### src/rtl/lsu_ctrl_if.sv
// Data-bus port of the LSU: a valid/ready request channel plus a response channel that
// is always accepted. The LSU drives through the master modport, the memory through slave.
interface lsu_ctrl_if #(
  parameter int unsigned ADDR_W = 64
) ();
  logic              req_valid;
  logic              req_ready;
  logic [ADDR_W-1:0] req_addr;
  logic              req_wen;
  logic [7:0]        req_wstrb;
  logic [63:0]       req_wdata;
  logic              resp_valid;
  logic [63:0]       resp_rdata;
  logic              resp_err;

  modport master (
    output req_valid, req_addr, req_wen, req_wstrb, req_wdata,
    input  req_ready, resp_valid, resp_rdata, resp_err
  );

  modport slave (
    input  req_valid, req_addr, req_wen, req_wstrb, req_wdata,
    output req_ready, resp_valid, resp_rdata, resp_err
  );
endinterface

### src/rtl/lsu_ctrl.sv
// Load/store sequencer: one outstanding doubleword bus access per op, with pipeline stall,
// flush-kill and WAIT timeout. Define LSU_MISALIGN_CHECK_EN to fault misaligned accesses.
module lsu_ctrl #(
  parameter int unsigned ADDR_W      = 64,
  parameter int unsigned TIMEOUT_CYC = 256
) (
  input  logic              clk,
  input  logic              rst,
  input  logic              mem_read,
  input  logic              mem_write,
  input  logic [2:0]        load_type,
  input  logic [1:0]        store_type,
  input  logic [ADDR_W-1:0] mem_addr,
  input  logic [63:0]       mem_wdata,
  input  logic              flush,
  output logic              lsu_stall,
  output logic              lsu_done,
  output logic [63:0]       lsu_rdata,
  output logic              lsu_err,
  lsu_ctrl_if.master        bus
);

  localparam int unsigned CntW = (TIMEOUT_CYC > 2) ? $clog2(TIMEOUT_CYC) : 1;

  typedef enum logic [1:0] {StIdle, StReq, StWait, StDone} state_e;

  state_e            state_q, state_d;
  logic [ADDR_W-1:0] addr_q, addr_d;
  logic [63:0]       wdata_q, wdata_d;
  logic [7:0]        wstrb_q, wstrb_d;
  logic [2:0]        ltype_q, ltype_d;
  logic              wen_q, wen_d;
  logic              kill_q, kill_d;
  logic [CntW-1:0]   cnt_q, cnt_d;
  logic [63:0]       rdata_q, rdata_d;
  logic              err_q, err_d;

  logic        start;
  logic [1:0]  size;
  logic [2:0]  off;
  logic [7:0]  strb_base;
  logic [63:0] ld_shift;
  logic [63:0] ld_ext;
  logic        misalign;
  logic        timeout;

  assign start   = (state_q == StIdle) & (mem_read | mem_write) & ~flush;
  assign size    = mem_write ? store_type : load_type[1:0];
  assign off     = mem_addr[2:0];
  assign timeout = (cnt_q == CntW'(TIMEOUT_CYC - 1));

  always_comb begin
    strb_base = 8'h01;
    unique case (size)
      2'd0: strb_base = 8'h01;
      2'd1: strb_base = 8'h03;
      2'd2: strb_base = 8'h0F;
      2'd3: strb_base = 8'hFF;
    endcase
  end

`ifdef LSU_MISALIGN_CHECK_EN
  always_comb begin
    misalign = 1'b0;
    unique case (size)
      2'd0: misalign = 1'b0;
      2'd1: misalign = off[0];
      2'd2: misalign = |off[1:0];
      2'd3: misalign = |off;
    endcase
  end
`else
  assign misalign = 1'b0;
`endif

  // Bring the addressed lane down to bit 0, then extend by access width and signedness.
  assign ld_shift = bus.resp_rdata >> {addr_q[2:0], 3'b000};

  always_comb begin
    ld_ext = ld_shift;
    case (ltype_q)
      3'b000:  ld_ext = {{56{ld_shift[7]}}, ld_shift[7:0]};
      3'b001:  ld_ext = {{48{ld_shift[15]}}, ld_shift[15:0]};
      3'b010:  ld_ext = {{32{ld_shift[31]}}, ld_shift[31:0]};
      3'b100:  ld_ext = {56'd0, ld_shift[7:0]};
      3'b101:  ld_ext = {48'd0, ld_shift[15:0]};
      3'b110:  ld_ext = {32'd0, ld_shift[31:0]};
      default: ld_ext = ld_shift;
    endcase
  end

  always_comb begin
    state_d   = state_q;
    addr_d    = addr_q;
    wdata_d   = wdata_q;
    wstrb_d   = wstrb_q;
    ltype_d   = ltype_q;
    wen_d     = wen_q;
    kill_d    = kill_q;
    cnt_d     = cnt_q;
    rdata_d   = rdata_q;
    err_d     = err_q;
    lsu_stall = 1'b0;
    unique case (state_q)
      StIdle: begin
        if (start) begin
          lsu_stall = 1'b1;
          addr_d    = mem_addr;
          wen_d     = mem_write;
          ltype_d   = load_type;
          wstrb_d   = strb_base << off;
          wdata_d   = mem_wdata << {off, 3'b000};
          cnt_d     = '0;
          if (misalign) begin
            state_d = StDone;
            err_d   = 1'b1;
            rdata_d = '0;
          end else begin
            state_d = StReq;
          end
        end
      end
      StReq: begin
        // Once killed, stall only holds back a newly presented op.
        lsu_stall = ~kill_q | mem_read | mem_write;
        if (flush) kill_d = 1'b1;
        if (bus.req_ready) state_d = StWait;
      end
      StWait: begin
        lsu_stall = ~kill_q | mem_read | mem_write;
        if (flush) kill_d = 1'b1;
        if (bus.resp_valid || timeout) begin
          if (kill_q || flush) begin
            state_d = StIdle;
            kill_d  = 1'b0;
          end else begin
            state_d = StDone;
            err_d   = bus.resp_valid ? bus.resp_err : 1'b1;
            rdata_d = (bus.resp_valid && !wen_q) ? ld_ext : 64'd0;
          end
        end else begin
          cnt_d = cnt_q + 1'b1;
        end
      end
      StDone: state_d = StIdle;
      default: state_d = StIdle;
    endcase
  end

  always_ff @(posedge clk) begin
    if (rst) begin
      state_q <= StIdle;
      addr_q  <= '0;
      wdata_q <= '0;
      wstrb_q <= '0;
      ltype_q <= '0;
      wen_q   <= 1'b0;
      kill_q  <= 1'b0;
      cnt_q   <= '0;
      rdata_q <= '0;
      err_q   <= 1'b0;
    end else begin
      state_q <= state_d;
      addr_q  <= addr_d;
      wdata_q <= wdata_d;
      wstrb_q <= wstrb_d;
      ltype_q <= ltype_d;
      wen_q   <= wen_d;
      kill_q  <= kill_d;
      cnt_q   <= cnt_d;
      rdata_q <= rdata_d;
      err_q   <= err_d;
    end
  end

  assign lsu_done      = (state_q == StDone);
  assign lsu_rdata     = rdata_q;
  assign lsu_err       = err_q;
  assign bus.req_valid = (state_q == StReq);
  assign bus.req_addr  = {addr_q[ADDR_W-1:3], 3'b000};
  assign bus.req_wen   = wen_q;
  assign bus.req_wstrb = wstrb_q;
  assign bus.req_wdata = wdata_q;

endmodule

### src/flat_wrapper.sv
// flat-port wrapper written by rule: the top's interface ports become plain ports
module lsu_ctrl_flat 
#(
  parameter int unsigned ADDR_W      = 64,
  parameter int unsigned TIMEOUT_CYC = 256
)
  (clk, rst, mem_read, mem_write, load_type, store_type, mem_addr, mem_wdata, flush, lsu_stall, lsu_done, lsu_rdata, lsu_err, bus_req_valid, bus_req_addr, bus_req_wen, bus_req_wstrb, bus_req_wdata, bus_req_ready, bus_resp_valid, bus_resp_rdata, bus_resp_err);
  lsu_ctrl_if #(.ADDR_W(ADDR_W)) bus_i ();
  input  logic clk;
  input  logic rst;
  input  logic mem_read;
  input  logic mem_write;
  input  logic [2:0] load_type;
  input  logic [1:0] store_type;
  input  logic [ADDR_W-1:0] mem_addr;
  input  logic [63:0] mem_wdata;
  input  logic flush;
  output logic lsu_stall;
  output logic lsu_done;
  output logic [63:0] lsu_rdata;
  output logic lsu_err;
  output wire logic [$bits(bus_i.req_valid)-1:0] bus_req_valid;
  output wire logic [$bits(bus_i.req_addr)-1:0] bus_req_addr;
  output wire logic [$bits(bus_i.req_wen)-1:0] bus_req_wen;
  output wire logic [$bits(bus_i.req_wstrb)-1:0] bus_req_wstrb;
  output wire logic [$bits(bus_i.req_wdata)-1:0] bus_req_wdata;
  input wire logic [$bits(bus_i.req_ready)-1:0] bus_req_ready;
  input wire logic [$bits(bus_i.resp_valid)-1:0] bus_resp_valid;
  input wire logic [$bits(bus_i.resp_rdata)-1:0] bus_resp_rdata;
  input wire logic [$bits(bus_i.resp_err)-1:0] bus_resp_err;
  assign bus_req_valid = bus_i.req_valid;
  assign bus_req_addr = bus_i.req_addr;
  assign bus_req_wen = bus_i.req_wen;
  assign bus_req_wstrb = bus_i.req_wstrb;
  assign bus_req_wdata = bus_i.req_wdata;
  assign bus_i.req_ready = bus_req_ready;
  assign bus_i.resp_valid = bus_resp_valid;
  assign bus_i.resp_rdata = bus_resp_rdata;
  assign bus_i.resp_err = bus_resp_err;
  lsu_ctrl #(.ADDR_W(ADDR_W), .TIMEOUT_CYC(TIMEOUT_CYC)) u_core (.clk(clk), .rst(rst), .mem_read(mem_read), .mem_write(mem_write), .load_type(load_type), .store_type(store_type), .mem_addr(mem_addr), .mem_wdata(mem_wdata), .flush(flush), .lsu_stall(lsu_stall), .lsu_done(lsu_done), .lsu_rdata(lsu_rdata), .lsu_err(lsu_err), .bus(bus_i));
endmodule
### config.mk
export PLATFORM = sky130hd
export DESIGN_NAME = lsu_ctrl_flat
export DESIGN_NICKNAME = d
export VERILOG_FILES = /design/src/rtl/lsu_ctrl_if.sv /design/src/rtl/lsu_ctrl.sv /design/src/flat_wrapper.sv
export SDC_FILE = /design/constraint.sdc
export NUM_CORES = 1
export LEC_CHECK = 0
export BUFFER_PORTS_ARGS = -buffer_cell sky130_fd_sc_hd__buf_2
export CAP_MARGIN = 5
export CORE_AREA = 2 2 160 162
export DETAILED_ROUTE_END_ITERATION = 10
export DIE_AREA = 0 0 162 164
export PLACE_DENSITY = 0.76
export SYNTH_ARGS = -nofsm -noshare
export SYNTH_HDL_FRONTEND = slang
export SYNTH_SLANG_ARGS = --single-unit
### constraint.sdc
create_clock -name clk -period 2.3 [get_ports clk]
set_input_delay 0.575 -clock clk [delete_from_list [all_inputs] [get_ports clk]]
set_output_delay 0.575 -clock clk [all_outputs]
set_load 0.01 [all_outputs]
==> results.yml, run 1 <==
logic_synthesis:
  ys_seq_area_share_pct: 36.9
  synth_fa_ha_area_share_pct: 0.640
  synth-main-ff-cell: "dfxtp_1"
  yosys.area_share.simple_pct: 15.8
  syn_inst: 1350
  synth_compound_area_share_pct: 21.3
  ys_seq_elements: 216
  yosys-top-cells-area: "dfxtp_1, mux4_2, nand2_1, a21oi_1, mux2i_1"
  synth_top_family_by_area: "compound AO/OA/AOI/OAI gates"
  synth-async-reset-ratio_pct: 0
  synth-xor-area-share_pct: 0.373
  synth_edf_count: 0
  avgSynthCellArea_um2: 8.69
  synth_top_area_share_pct: 36.9
  synth.distinct_cells: 65
  ys_warn_count: 0
  muxShareOfSynthArea_pct: 15.8
  syn-cell-area_um2: 11700
  yosysTopAreaCell: "dfxtp_1"
setup_path:
  path_max_fanout: 3
  crit_type: "flip-flop to output pin"
  worstPathArrival_ns: 1.70
  cp_cell_sequence: "inv_4 -> ha_4 -> nor2b_4 -> and2_4 -> nor2_2 -> a211oi_2 -> buf_2"
  startpoint_type: "flip-flop"
  max_stage_delay_ns: 0.35
  crit_slowest_cell: "dfxtp_4"
  required_ns: 1.73
  worstSetupEndpointType: "output pin"
floorplanning:
  initial_core_util_pct: 47.3
  die_w_um: 162
  die-area_um2: 26600
  core_um2: 24800
  die_y_um: 164
  ios: 410
  rows: 58
grt:
  grt_overflow: 0
  grt_pass1_vias: 10700
  grt_usage_pct: 28.1
  antenna_found_initial: 8
  grt_start_max_net_pins: 134
  grt_pass1_wl_mm: 59.3
clock_network:
  clockBufferDepth: 3
  cts_buffers: 25
  clk_pin_slew_ns: 0.06
  cts.sinks: 216
  clock_latency_ns: 0.52
  root_buffer: "clkbuf_16"
  htreeDepth: 1
  cts_tree: "yes"
drt:
  dr_total_vias: 11600
  vias_per_cell: 5.74
  wl_per_cell_um: 19.5
  drtIter0Drc: 1078
  totalWireLength_mm: 39.5
  drc_errors: 0
  drt-pass1-iter-count: 5
  drtAntennaViolNets: 0
timing:
  clock_skew_ns: 0.0136
  setup_viol: 0
  worst_pin_slew_ns: 1.11
  rsz0062_at_grt: "yes"
  final-hold-violation-count: 0
  holdWs_ns: 0.283
  setup_slack_ns: 0.0267
  fmax_mhz: 440
  timing.final.crit_share_pct: 98.8
  period_minus_slack_ns: 2.27
  drv_slew: 0
  relSlewSlack_pct: 25.7
pwr:
  power_uw: 11900
  ir_drop_uv: 672
  p_leak_uw: 0.00655
  power_density_nw_per_um2: 814
status:
  status: "finished clean"
finish:
  drive_gt1_share_pct: 37.3
  final_cells: 2026
  nets: 1880
  syn_to_final_growth_pct: 25.0
  fillerInstances: 2253
worst_hold_path:
  hp-class: "input pin to flip-flop"
place:
  dp.cells: 1967
  io_buffers: 406
  hpwlAfterDp_mm: 29.5
  pre_cts_ws_ns: 0.0851
  gp_routability_congestion: 0.931
job:
  cap_violations: 0
[report_power, final]
part	total, µW	switching (µW)	internal, µW
Sequential	4380	246	4130
Combinational	3610	2130	1480
Clock	3950	1590	2360
Total	11900	3960	7980
[sequential cells by signal, summed over array words and instances, names as in the netlist]
signal	flops
u_core.bus.req_wen	1
u_core.cnt_q	8
u_core.lsu_err	1
u_core.bus.req_wstrb	8
u_core.state_q	2
u_core.ltype_q	3
u_core.lsu_rdata	64
u_core.addr_q	64
u_core.bus.req_wdata	64
u_core.kill_q	1
[per-stage QoR]
| step | cell area [µm²] | util, % | TNS, ns |
|---|---|---|---|
| floorplan | 11700 | - | 0 |
| global placement | 13800 | 55.4 | 0 |
| global route | 14700 | 59.0 | -0.0728 |
| detailed placement | 13800 | 55.4 | 0 |
| finish | 14700 | 59.1 | 0 |
| CTS | 14600 | 59.0 | 0 |
[layer usage]
layer	routed length (µm)	GRT usage (%)	share of wire, %	vias to the layer above
met5	13	0	0.033	-
met4	1870	13.5	4.7	2
met3	3760	6.31	9.5	115
met2	18600	46.5	47	622
met1	15300	34.8	39	5472
li1	-	-	-	5409
[cells by family after synthesis]
group	count (synthesis)
flops	216
compound gates	363
xor+xnor	5
mux	130
buf+inv	191
fa+ha+maj	6
simple gates	438
other cells	1
[placed cells by master (no fill, tap or decap), types with 20 or more instances in the layout]
| master | Yosys | layout |
|---|---|---|
| mux4_2 | 41 | 41 |
| o21ai_2 | 20 | 20 |
| a21oi_1 | 124 | 123 |
| a211oi_1 | 33 | 32 |
| nor2_1 | 116 | 115 |
| buf_2 | 19 | 404 |
| nor3_1 | 23 | 22 |
| mux2i_1 | 55 | 55 |
| dfxtp_1 | 216 | 211 |
| a22oi_1 | 33 | 33 |
| clkbuf_16 | 0 | 25 |
| mux2_2 | 34 | 34 |
| o21ai_0 | 47 | 47 |
| nand2_1 | 242 | 241 |
| buf_4 | 70 | 55 |
[synthesized netlist by cell type, drive strengths merged, types with 2 or more instances]
library cell  count
nor3             25
nand2b            5
o211a             2
inv              11
o211ai            3
a2bb2oi          14
mux2i            55
nor2b            14
a21o              2
a221o            16
or2               2
a22oi            33
a211oi           33
and2              8
buf             108
nand2           242
or3               2
o21ai            70
nand4             2
xnor2             5
a311oi           10
o311a             4
mux4             41
a22o              6
o22ai             4
a211o             7
nor2            116
nand3            11
ha                6
a2111oi           5
mux2             34
a221oi            8
dfxtp           216
o2bb2ai           8
nand3b            2
and3              5
clkbuf           72
a21oi           124
o31ai             8
[critical path, delay by kind of cell, from the launching register on]
kind                     cells  cell delay (ns)
AO/OA/AOI/OAI                1             0.14
AND/OR/NAND/NOR              3             0.32
adder cells (fa/ha/maj)      1             0.13
buffers and inverters        2             0.23
flip-flops                   1             0.35
[cell type report]
| type | count | area (µm²) | area share, % |
|---|---|---|---|
| multi-input cells | 945 | 6390 | 43.6 |
| flip-flops and latches | 216 | 4340 | 29.6 |
| repair buffers | 470 | 2660 | 18.1 |
| clock buffers | 39 | 718 | 4.90 |
| well taps | 330 | 413 | 2.82 |
| clock inverters | 7 | 88.8 | 0.606 |
| inverters | 11 | 43.8 | 0.299 |
| diodes | 8 | 20.0 | 0.137 |
[worst paths after layout]
| kind | from | slack (ns) | end | cells past startpoint |
|---|---|---|---|---|
| worst max-delay path | u_core.state_q[0] | 0.03 | lsu_stall | 7 |
| worst min-delay path | mem_addr[8] | 0.28 | u_core.addr_q[8] | 3 |
| worst max register to register | u_core.addr_q[1] | 0.14 | u_core.lsu_rdata[9] | 6 |
| worst min register to register | u_core.addr_q[40] | 0.45 | u_core.addr_q[40] | 2 |
[repair_timing]
action	in CTS	in global routing
hold buffers	0	0
resized for setup	10	3
buffers inserted	5	0
cloned	0	0
pin swaps	2	0
setup endpoints to repair	1	6
Power figures use the tool's default switching activity.
==> run 2, diff against run 1 <==
PLACE_DENSITY = 0.86   (was 0.76)
==> run 2 against run 1 <==
Against the previous run:
- sequential share of layout area fell by 0.14 points
- cell area rose by 0.40%
- maximum frequency rose by 1.8%
- die area did not move
- global-route usage rose by 0.98 points
- sequential cell count did not move
- critical path depth did not move
- register-to-register slack barely moved
- clock power rose by 9.1%
- non-clock buffer count fell by 9
- worst hold slack got worse by 0.0036 ns
- critical path type unchanged
- largest cell class unchanged
==> results.yml, run 2 (synthesis gave the netlist of run 1 again) <==
status:
  status: "finished clean"
grt:
  grt_pass1_wl_mm: 61.7
  antenna_found_initial: 5
  grt_start_max_net_pins: 103
  grt_usage_pct: 29.1
  grt_pass1_vias: 11100
  grt_overflow: 0
setup_path:
  worstPathArrival_ns: 1.66
  max_stage_delay_ns: 0.32
  path_max_fanout: 3
  crit_type: "flip-flop to output pin"
  startpoint_type: "flip-flop"
  required_ns: 1.73
  cp_cell_sequence: "inv_2 -> ha_4 -> nor2b_4 -> and2_4 -> nor2_2 -> a211oi_2 -> buf_2"
  crit_slowest_cell: "dfxtp_2"
  worstSetupEndpointType: "output pin"
pwr:
  power_density_nw_per_um2: 836
  ir_drop_uv: 498
  p_leak_uw: 0.00655
  power_uw: 12300
floorplanning:
  initial_core_util_pct: 47.3
  die-area_um2: 26600
  core_um2: 24800
  die_y_um: 164
  ios: 410
  die_w_um: 162
  rows: 58
timing:
  setup_slack_ns: 0.0659
  relSlewSlack_pct: 39.8
  fmax_mhz: 448
  worst_pin_slew_ns: 0.896
  timing.final.crit_share_pct: 97.1
  period_minus_slack_ns: 2.23
  clock_skew_ns: 0.0147
  rsz0062_at_grt: "yes"
  final-hold-violation-count: 0
  setup_viol: 0
  drv_slew: 0
  holdWs_ns: 0.280
clock_network:
  cts.sinks: 216
  clock_latency_ns: 0.53
  cts_tree: "yes"
  cts_buffers: 26
  clk_pin_slew_ns: 0.06
  htreeDepth: 1
  clockBufferDepth: 3
  cts_hold_buf: 0
  root_buffer: "clkbuf_16"
drt:
  dr_total_vias: 11700
  wl_per_cell_um: 20.1
  drc_errors: 0
  totalWireLength_mm: 40.4
  drt-pass1-iter-count: 8
  drtIter0Drc: 1149
  vias_per_cell: 5.83
  drtAntennaViolNets: 0
finish:
  final_cell_mix: "buf_2, nand2_1, dfxtp_1"
  drive_gt1_share_pct: 37.5
  syn_to_final_growth_pct: 25.5
  final_cells: 2013
  multi_input_area_um2: 6400
  fillerInstances: 2139
  final-seq-area_um2: 4330
  nets: 1872
  mostFrequentLayoutCell: "buf_2"
place:
  pre_cts_ws_ns: 0.0647
  hpwlAfterDp_mm: 30.1
  dp.cells: 1958
  io_buffers: 406
  gp_routability_congestion: 0.948
worst_hold_path:
  hp-class: "input pin to flip-flop"
job:
  cap_violations: 0
run 2: critical path, delay by kind of cell, from the launching register on:
kind	cells	cell delay (ns)
DFF	1	0.32
and+or+nand+nor	3	0.32
adders and majority gates	1	0.14
buffers and inverters	2	0.22
AOI/OAI and AO/OA	1	0.13
run 2: metrics by stage:
| stage | TNS (ns) | utilization (%) | cell area (µm²) |
|---|---|---|---|
| detailed placement | 0 | 55.3 | 13700 |
| finish | 0 | 59.3 | 14700 |
| global placement | 0 | 55.3 | 13700 |
| floorplan | 0 | - | 11700 |
| global route | -0.229 | 59.3 | 14700 |
| CTS | 0 | 59.2 | 14700 |
run 2: report_power, final:
group          total, µW  switching (µW)  internal, µW  leakage, µW
registers           4370             242          4130      0.00176
clock network       4310            1670          2640     0.000445
logic               3640            2150          1480      0.00435
total              12300            4060          8250      0.00655
run 2: cell type report:
cell class | instances | area share, %
Clock inverter | 10 | 0.995
Inverter | 11 | 0.281
Multi-Input combinational cell | 945 | 43.5
Antenna cell | 4 | 0.0680
Timing Repair Buffer | 461 | 17.8
Sequential cell | 216 | 29.4
Clock buffer | 36 | 5.15
Tap cell | 330 | 2.81
run 2: what timing repair did:
item	4_1_cts	5_1_grt
hold endpoints to repair	0	0
buffers inserted	5	0
resized for setup	8	6
setup endpoints to repair	1	13
pin swaps	1	3
run 2: path summary, 6_finish.rpt:
path | startpoint | to | slack (ns) | cells after the start
worst max-delay path | u_core.state_q[1] | lsu_stall | 0.07 | 7
worst min register to register | u_core.addr_q[26] | u_core.addr_q[26] | 0.45 | 2
worst min-delay path | mem_addr[59] | u_core.addr_q[59] | 0.28 | 3
worst max register to register | u_core.addr_q[1] | u_core.lsu_rdata[62] | 0.13 | 6
run 2: metal layers:
layer  global-route usage [%]  vias to the layer above  part of all wire [%]
li1                         -                     5404                     -
met1                     37.1                     5517                    39
met2                     47.9                      706                    47
met3                     6.24                      114                   9.4
met4                     12.1                        4                   4.3
met5                        0                        -                 0.062
